<file path="config.mk">
export PLATFORM = sky130hd
export DESIGN_NAME = branch_resolve_ctrl
export DESIGN_NICKNAME = d
export VERILOG_FILES = /design/src/rtl/ariane_pkg.sv /design/src/rtl/branch_resolve_ctrl.sv
export SDC_FILE = /design/constraint.sdc
export NUM_CORES = 1
export LEC_CHECK = 0
export ABC_AREA = 1
export BUFFER_PORTS_ARGS = -buffer_cell sky130_fd_sc_hd__buf_2
export CAP_MARGIN = 20
export CORE_AREA = 4 4 130 132
export CTS_BUF_LIST = sky130_fd_sc_hd__clkbuf_4 sky130_fd_sc_hd__clkbuf_8
export DETAILED_ROUTE_END_ITERATION = 8
export DIE_AREA = 0 0 134 136
export PLACE_DENSITY_LB_ADDON = 0.05
export SYNTH_ARGS = -nofsm -noshare
export SYNTH_HDL_FRONTEND = slang
export SYNTH_SLANG_ARGS = --single-unit
</file>
<file path="constraint.sdc">
create_clock -name clk_i -period 20.9 [get_ports clk_i]
set_input_delay 4.18 -clock clk_i [delete_from_list [all_inputs] [get_ports clk_i]]
set_output_delay 4.18 -clock clk_i [all_outputs]
set_load 0.05 [all_outputs]
</file>
<file path="src/rtl/ariane_pkg.sv">
// rtl/ariane_pkg.sv - shared branch types and branch-control constants
package ariane_pkg;

    // Default limit on control-flow instructions issued but not yet resolved
    localparam int unsigned NR_UNRESOLVED_BRANCHES = 2;

    typedef struct packed {
        logic [63:0] target_address;
        logic        is_mispredict;
        logic        valid;
        logic [63:0] pc;
        logic        is_taken;
        logic        is_lower_16;
        logic        clear;
    } branchpredict_t;

    typedef enum logic [0:0] {
        IDLE     = 1'b0,
        REDIRECT = 1'b1
    } redirect_state_e;

endpackage

</file>
<file path="src/rtl/branch_resolve_ctrl.sv">
// rtl/branch_resolve_ctrl.sv - unresolved-branch throttle, mispredict redirect and predictor update
module branch_resolve_ctrl
    import ariane_pkg::*;
#(
    parameter int unsigned NR_BRANCHES = NR_UNRESOLVED_BRANCHES,
    parameter int unsigned CNT_W       = $clog2(NR_BRANCHES + 1)
) (
    input  logic             clk_i,
    input  logic             rst_i,
    input  logic             flush_i,
    input  logic             issue_branch_i,
    output logic             branch_issue_ready_o,
    input  logic             resolve_branch_i,
    input  branchpredict_t   resolved_branch_i,
    output logic             flush_unissued_o,
    output logic             flush_id_o,
    output logic             redirect_valid_o,
    output logic [63:0]      redirect_pc_o,
    input  logic             redirect_ready_i,
    output branchpredict_t   bp_update_o,
    output logic             bp_update_valid_o,
    output logic [CNT_W-1:0] unresolved_cnt_o
);

    redirect_state_e  state_q;
    logic [CNT_W-1:0] cnt_q;
    logic [CNT_W-1:0] cnt_d;
    logic             flush_pulse_q;
    logic             mispredict_accept;
    logic             issue_fire;

    // A mispredict only starts a redirect from IDLE; in REDIRECT younger branches are being flushed anyway
    assign mispredict_accept = (state_q == IDLE) && resolve_branch_i &&
                               resolved_branch_i.is_mispredict && !flush_i;

    assign branch_issue_ready_o = (state_q == IDLE) && (cnt_q < CNT_W'(NR_BRANCHES)) && !flush_i;
    assign issue_fire           = issue_branch_i && branch_issue_ready_o;

    // Next in-flight count: flush/mispredict clear it, otherwise +1/-1 with saturation at zero
    always_comb begin
        cnt_d = cnt_q;
        if (flush_i || mispredict_accept) begin
            cnt_d = '0;
        end else if (issue_fire && !resolve_branch_i) begin
            cnt_d = cnt_q + CNT_W'(1);
        end else if (resolve_branch_i && !issue_fire && (cnt_q != '0)) begin
            cnt_d = cnt_q - CNT_W'(1);
        end
    end

    // Redirect FSM, in-flight counter and the one-shot flush flag
    always_ff @(posedge clk_i or posedge rst_i) begin
        if (rst_i) begin
            state_q       <= IDLE;
            cnt_q         <= '0;
            flush_pulse_q <= 1'b0;
        end else begin
            cnt_q         <= cnt_d;
            flush_pulse_q <= mispredict_accept;
            if (flush_i) begin
                state_q <= IDLE;
            end else if (mispredict_accept) begin
                state_q <= REDIRECT;
            end else if ((state_q == REDIRECT) && redirect_ready_i) begin
                state_q <= IDLE;
            end
        end
    end

    // Corrected fetch address, captured when the redirect starts and held until the next one
    always_ff @(posedge clk_i or posedge rst_i) begin
        if (rst_i) begin
            redirect_pc_o <= '0;
        end else if (mispredict_accept) begin
            redirect_pc_o <= resolved_branch_i.target_address;
        end
    end

    // Predictor update register: one-cycle valid pulse, payload holds between updates
    always_ff @(posedge clk_i or posedge rst_i) begin
        if (rst_i) begin
            bp_update_o       <= '0;
            bp_update_valid_o <= 1'b0;
        end else begin
            bp_update_valid_o <= resolve_branch_i && resolved_branch_i.valid && !flush_i;
            if (resolve_branch_i && resolved_branch_i.valid && !flush_i) begin
                bp_update_o <= resolved_branch_i;
            end
        end
    end

    assign redirect_valid_o = (state_q == REDIRECT);
    assign flush_unissued_o = flush_pulse_q;
    assign flush_id_o       = flush_pulse_q;
    assign unresolved_cnt_o = cnt_q;

endmodule

</file>
-- Word level (Yosys, flattened, before mapping)
Cells that the tools add are included.
- flip-flop bits (word level): 202
- input bits: 139
- output and inout bits: 204
- logic and storage cells: 41
- add/subtract/negate cells: 2
- order comparisons: 1
- muxes and demuxes: 6
- bitwise logic cells: 1
- reductions and logical operators: 19
- operator list (operator ; count):
    $logic_and 1x1->1 ; 12
    $mux 2 ; 3
    $reduce_bool 3->1 ; 2
    $logic_not 1->1 ; 3
    $mux 1 ; 3
    $add 2x1->2 const B ; 1
    $lt 2x2->1 const B ; 1
    $reduce_bool 2->1 ; 1
    $sub 2x1->2 const B ; 1
    $logic_or 1x1->1 ; 1
    $not 1->1 ; 1

-- Depth between registers and ports, before layout
- word-level depth: 10
- gate-level depth with buffers: 8
- mapped depth without buffers: 8

-- Least setup slack after synthesis
No wires, ideal clock.
- path type: input to output
- start point: input port flush_i
- end point: output port branch_issue_ready_o
- arrival: 5.225 ns
- required time: 16.720 ns
- path slack: 11.495 ns
- cell stages on the path: 1
- buffers on the path: 0
- cell sequence: nor3_1
- word-level cells in the longest chain between the ends: 2
- ends and longest elaborated chain (what ; RTL line ; RTL):
    start: declaration ; branch_resolve_ctrl.sv:10 ; input logic flush_i,
    $logic_not 1->1 ; branch_resolve_ctrl.sv:36 ; assign branch_issue_ready_o = (state_q == IDLE) && (cnt_q < CNT_W'(NR_BRANCHES)) && !flush_i;
    $logic_and 1x1->1 ; branch_resolve_ctrl.sv:36 ;
    end: declaration ; branch_resolve_ctrl.sv:12 ; output logic branch_issue_ready_o,
Every way passes these cells.

-- Worst setup path after layout
Same ends and word-level chain as after synthesis.

==> metrics.csv <==
stage;metric;value;unit
drt;drtIter0Drc;301;
yosys;synthMuxAreaShare;0;%
timing;final_max_slew_viol_count;0;
critical_path;reg2reg_to;redirect_valid_o;
yosys;yosysTopAreaCell;dfrtp_1;
cts;clk_path_buf_depth;3;
timing;relSlewSlack;33.82;%
yosys;ys_seq_elements;202;
drt;vias;6358;
yosys;synth.avg_cell_area;9.466;µm²
cts;cts_tree;yes;
yosys;yosysUniqueCellTypes;19;
timing;worst_pin_slew;0.9926;ns
cts;cts-root-buf;clkbuf_8;
floorplan;boundaryPins;343;
floorplan;die_x;134;µm
cts;clk_pin_slew_worst_paths;0.06;ns
timing;fin_crit;8.877;ns
place;port_buffers;342;
critical_path;critPathArrivalTime;4.70;ns
drt;wirelength_met1;8430;µm
critical_path;endpoint;branch_issue_ready_o;
global_routing;grt_pass1_vias;6291;
run;maxCapViolCount;0;
critical_path;worstRegToRegCells;4;
cts;ctsHtreeMaxLevel;2;
drt;dr.pass1.iters;4;
yosys;ys_seq_area_share;66.25;%
critical_path;worstSetupStartpoint;flush_i;
yosys;synth-compound-area-share;8.527;%
yosys;synthAdderAreaFrac;0;%
drt;wl_met3;1965;µm
yosys;synthCells;806;
drt;drc;0;
cts;cts_setup_buffers;0;
critical_path;critPathRequiredTime;16.72;ns
timing;setup_viol;0;
power;totalPowerFinal;1.263;mW
place;hpwl;14560;µm
outcome;outcome;finished, final reports clean;
layout;regArea;0.005055;mm²
global_routing;grt-ovfl-total;0;
yosys;synth_top_area_share;66.25;%
critical_path;worst_r2r_startpoint;redirect_valid_o;
drt;final_antenna_net_count;0;
yosys;synthTopCellsByArea;dfrtp_1, nand2_1, o21ai_0, inv_1, o21ai_1;
timing;fmax;112.7;MHz
cts;hold_buffers;0;
cts;clock_latency;0.51;ns
critical_path;cp_max_fo;3;
critical_path;r2r_slack;18.88;ns
drt;vias_per_cell;4.571;
yosys;syn-num-nets;945;
power;pwr_density_cell;124.7;mW/mm²
timing;fin_skew;0.02223;ns
yosys;synth_top_family_by_area;simple AND/OR/NAND/NOR gates;
hold_path;hold_class;register to register;
layout;syn2layout_area_growth;32.83;%
place;gp_congestion;0.7660;
floorplan;die_h;136;µm
yosys;yosysWarnings;0;
global_routing;grt_pass1_wl;32460;µm
critical_path;cp-start-kind;input port;
global_routing;grt_max_degree;132;
timing;hold_viol;0;
yosys;synth-simple-area-share;17.89;%
drt;wl_met2;9846;µm
timing;fin_crit_sh;42.47;%
yosys;synth_area;0.007630;mm²
layout;fin_nets;1286;
drt;wl_per_cell;15.02;µm
timing;rsz0062_at_grt;no;
drt;drt-total-wl;20890;µm
yosys;synth-xor-area-share;0;%
power;p_leak;5.933;nW
critical_path;worst-setup-path-type;input port to output pin;
layout;drive_gt1_share;35.38;%
cts;postCtsResizedCells;0;
floorplan;rows;46;
cts;cts_buffers;35;
critical_path;end_kind;output pin;
layout;multi_input_area;0.002031;mm²
floorplan;core;0.01571;mm²
global_routing;antenna_found_initial;5;
floorplan;die_area;0.01822;mm²
layout;fill_cells;1399;
global_routing;grt_use_total;22.48;%
cts;clock-sinks;202;
drt;top_layer_used;met4;
floorplan;initial_core_util;48.56;%
power;peakVddDrop;0.06375;mV
timing;tns;0;ns
[synthesized netlist by cell type]
cell type  number
buf_2          17
nand3_2         1
inv_2           2
a21oi_1         1
nand4_1         3
nor2_2          1
dfrtp_1       202
or2_2           1
o21ai_1        40
buf_4           5
clkbuf_1        9
inv_1          71
o21ai_0        89
buf_6          11
nand3_1         1
clkbuf_2        1
nand2_1       344
nor3_1          1
nor2_1          6
[placed cells by master (no fill, tap or decap)]
cell       synthesis  layout
a21oi_1            1       1
clkbuf_4           0      17
nor3_1             1       1
nand3_1            1       1
dfrtp_1          202     202
buf_4              5       5
bufinv_16          0       1
or2_2              1       1
diode_2            0       5
buf_2             17     342
nor2_1             6       6
nand3_4            0       1
clkbuf_8           0      42
nor2_2             1       1
inv_1             71      70
nand4_1            3       3
inv_8              0       1
o21ai_0           89      89
inv_2              2       2
o21ai_1           40      40
nand2_4            0       1
nand2_1          344     343
[logic make-up after synthesis]
family | count (synthesis)
AO/OA/AOI/OAI | 130
buffers and inverters | 116
flip-flops | 202
AND/OR/NAND/NOR | 358
[through the flow]
stage	util (%)	hold slack (ns)	instance area (µm²)	instances	worst slack, ns
after floorplan	-	0.7549	7630	806	11.21
after global placement	59.74	0.4551	9387	1326	12.02
after detailed placement	59.74	0.4593	9387	1326	12.03
after CTS	64.42	0.4752	10120	1386	12.02
after global routing	64.50	0.4911	10130	1391	12.00
final	64.50	0.4705	10130	1391	12.02
[area by class of cell]
cell class / instances / share of cell area, %
Clock buffer: 59 / 6.963
Antenna cell: 5 / 0.1235
Tap cell: 216 / 2.667
Clock inverter: 1 / 0.2963
Inverter: 73 / 2.778
Multi-Input combinational cell: 488 / 20.04
Sequential cell: 202 / 49.88
Timing Repair Buffer: 347 / 17.26
[where the power goes]
part,total (mW),switching [mW],internal [mW]
sequential,0.488,0.0325,0.456
clock,0.372,0.149,0.223
combinational,0.403,0.321,0.0820
[worst max-delay path, stage by stage]
cell and delay [ns]:
buf_2 0.12, nor3_1 0.11, buf_2 0.28
[metal layers]
metal,global-route usage [%],vias to the layer above
met2,35.20,266
li1,-,3172
met5,0,-
met4,10.51,0
met3,8.401,39
met1,27.87,2881
[sequential cells by signal, indices dropped and copies added (netlist names)]
signal / flops
bp_update_o: 133
redirect_pc_o: 64
unresolved_cnt_o: 2
bp_update_valid_o: 1
flush_id_o: 1
redirect_valid_o: 1
[worst min-delay path by stage]
stage                               start              end  cells past startpoint
after floorplan            bp_update_o[0]   bp_update_o[0]                      2
after global placement    bp_update_o[67]  bp_update_o[67]                      1
after detailed placement  bp_update_o[15]  bp_update_o[15]                      2
after CTS                 bp_update_o[33]  bp_update_o[33]                      2
after global routing      bp_update_o[64]  bp_update_o[64]                      2
final                      bp_update_o[9]   bp_update_o[9]                      2
(Power assumes the default switching activity.)
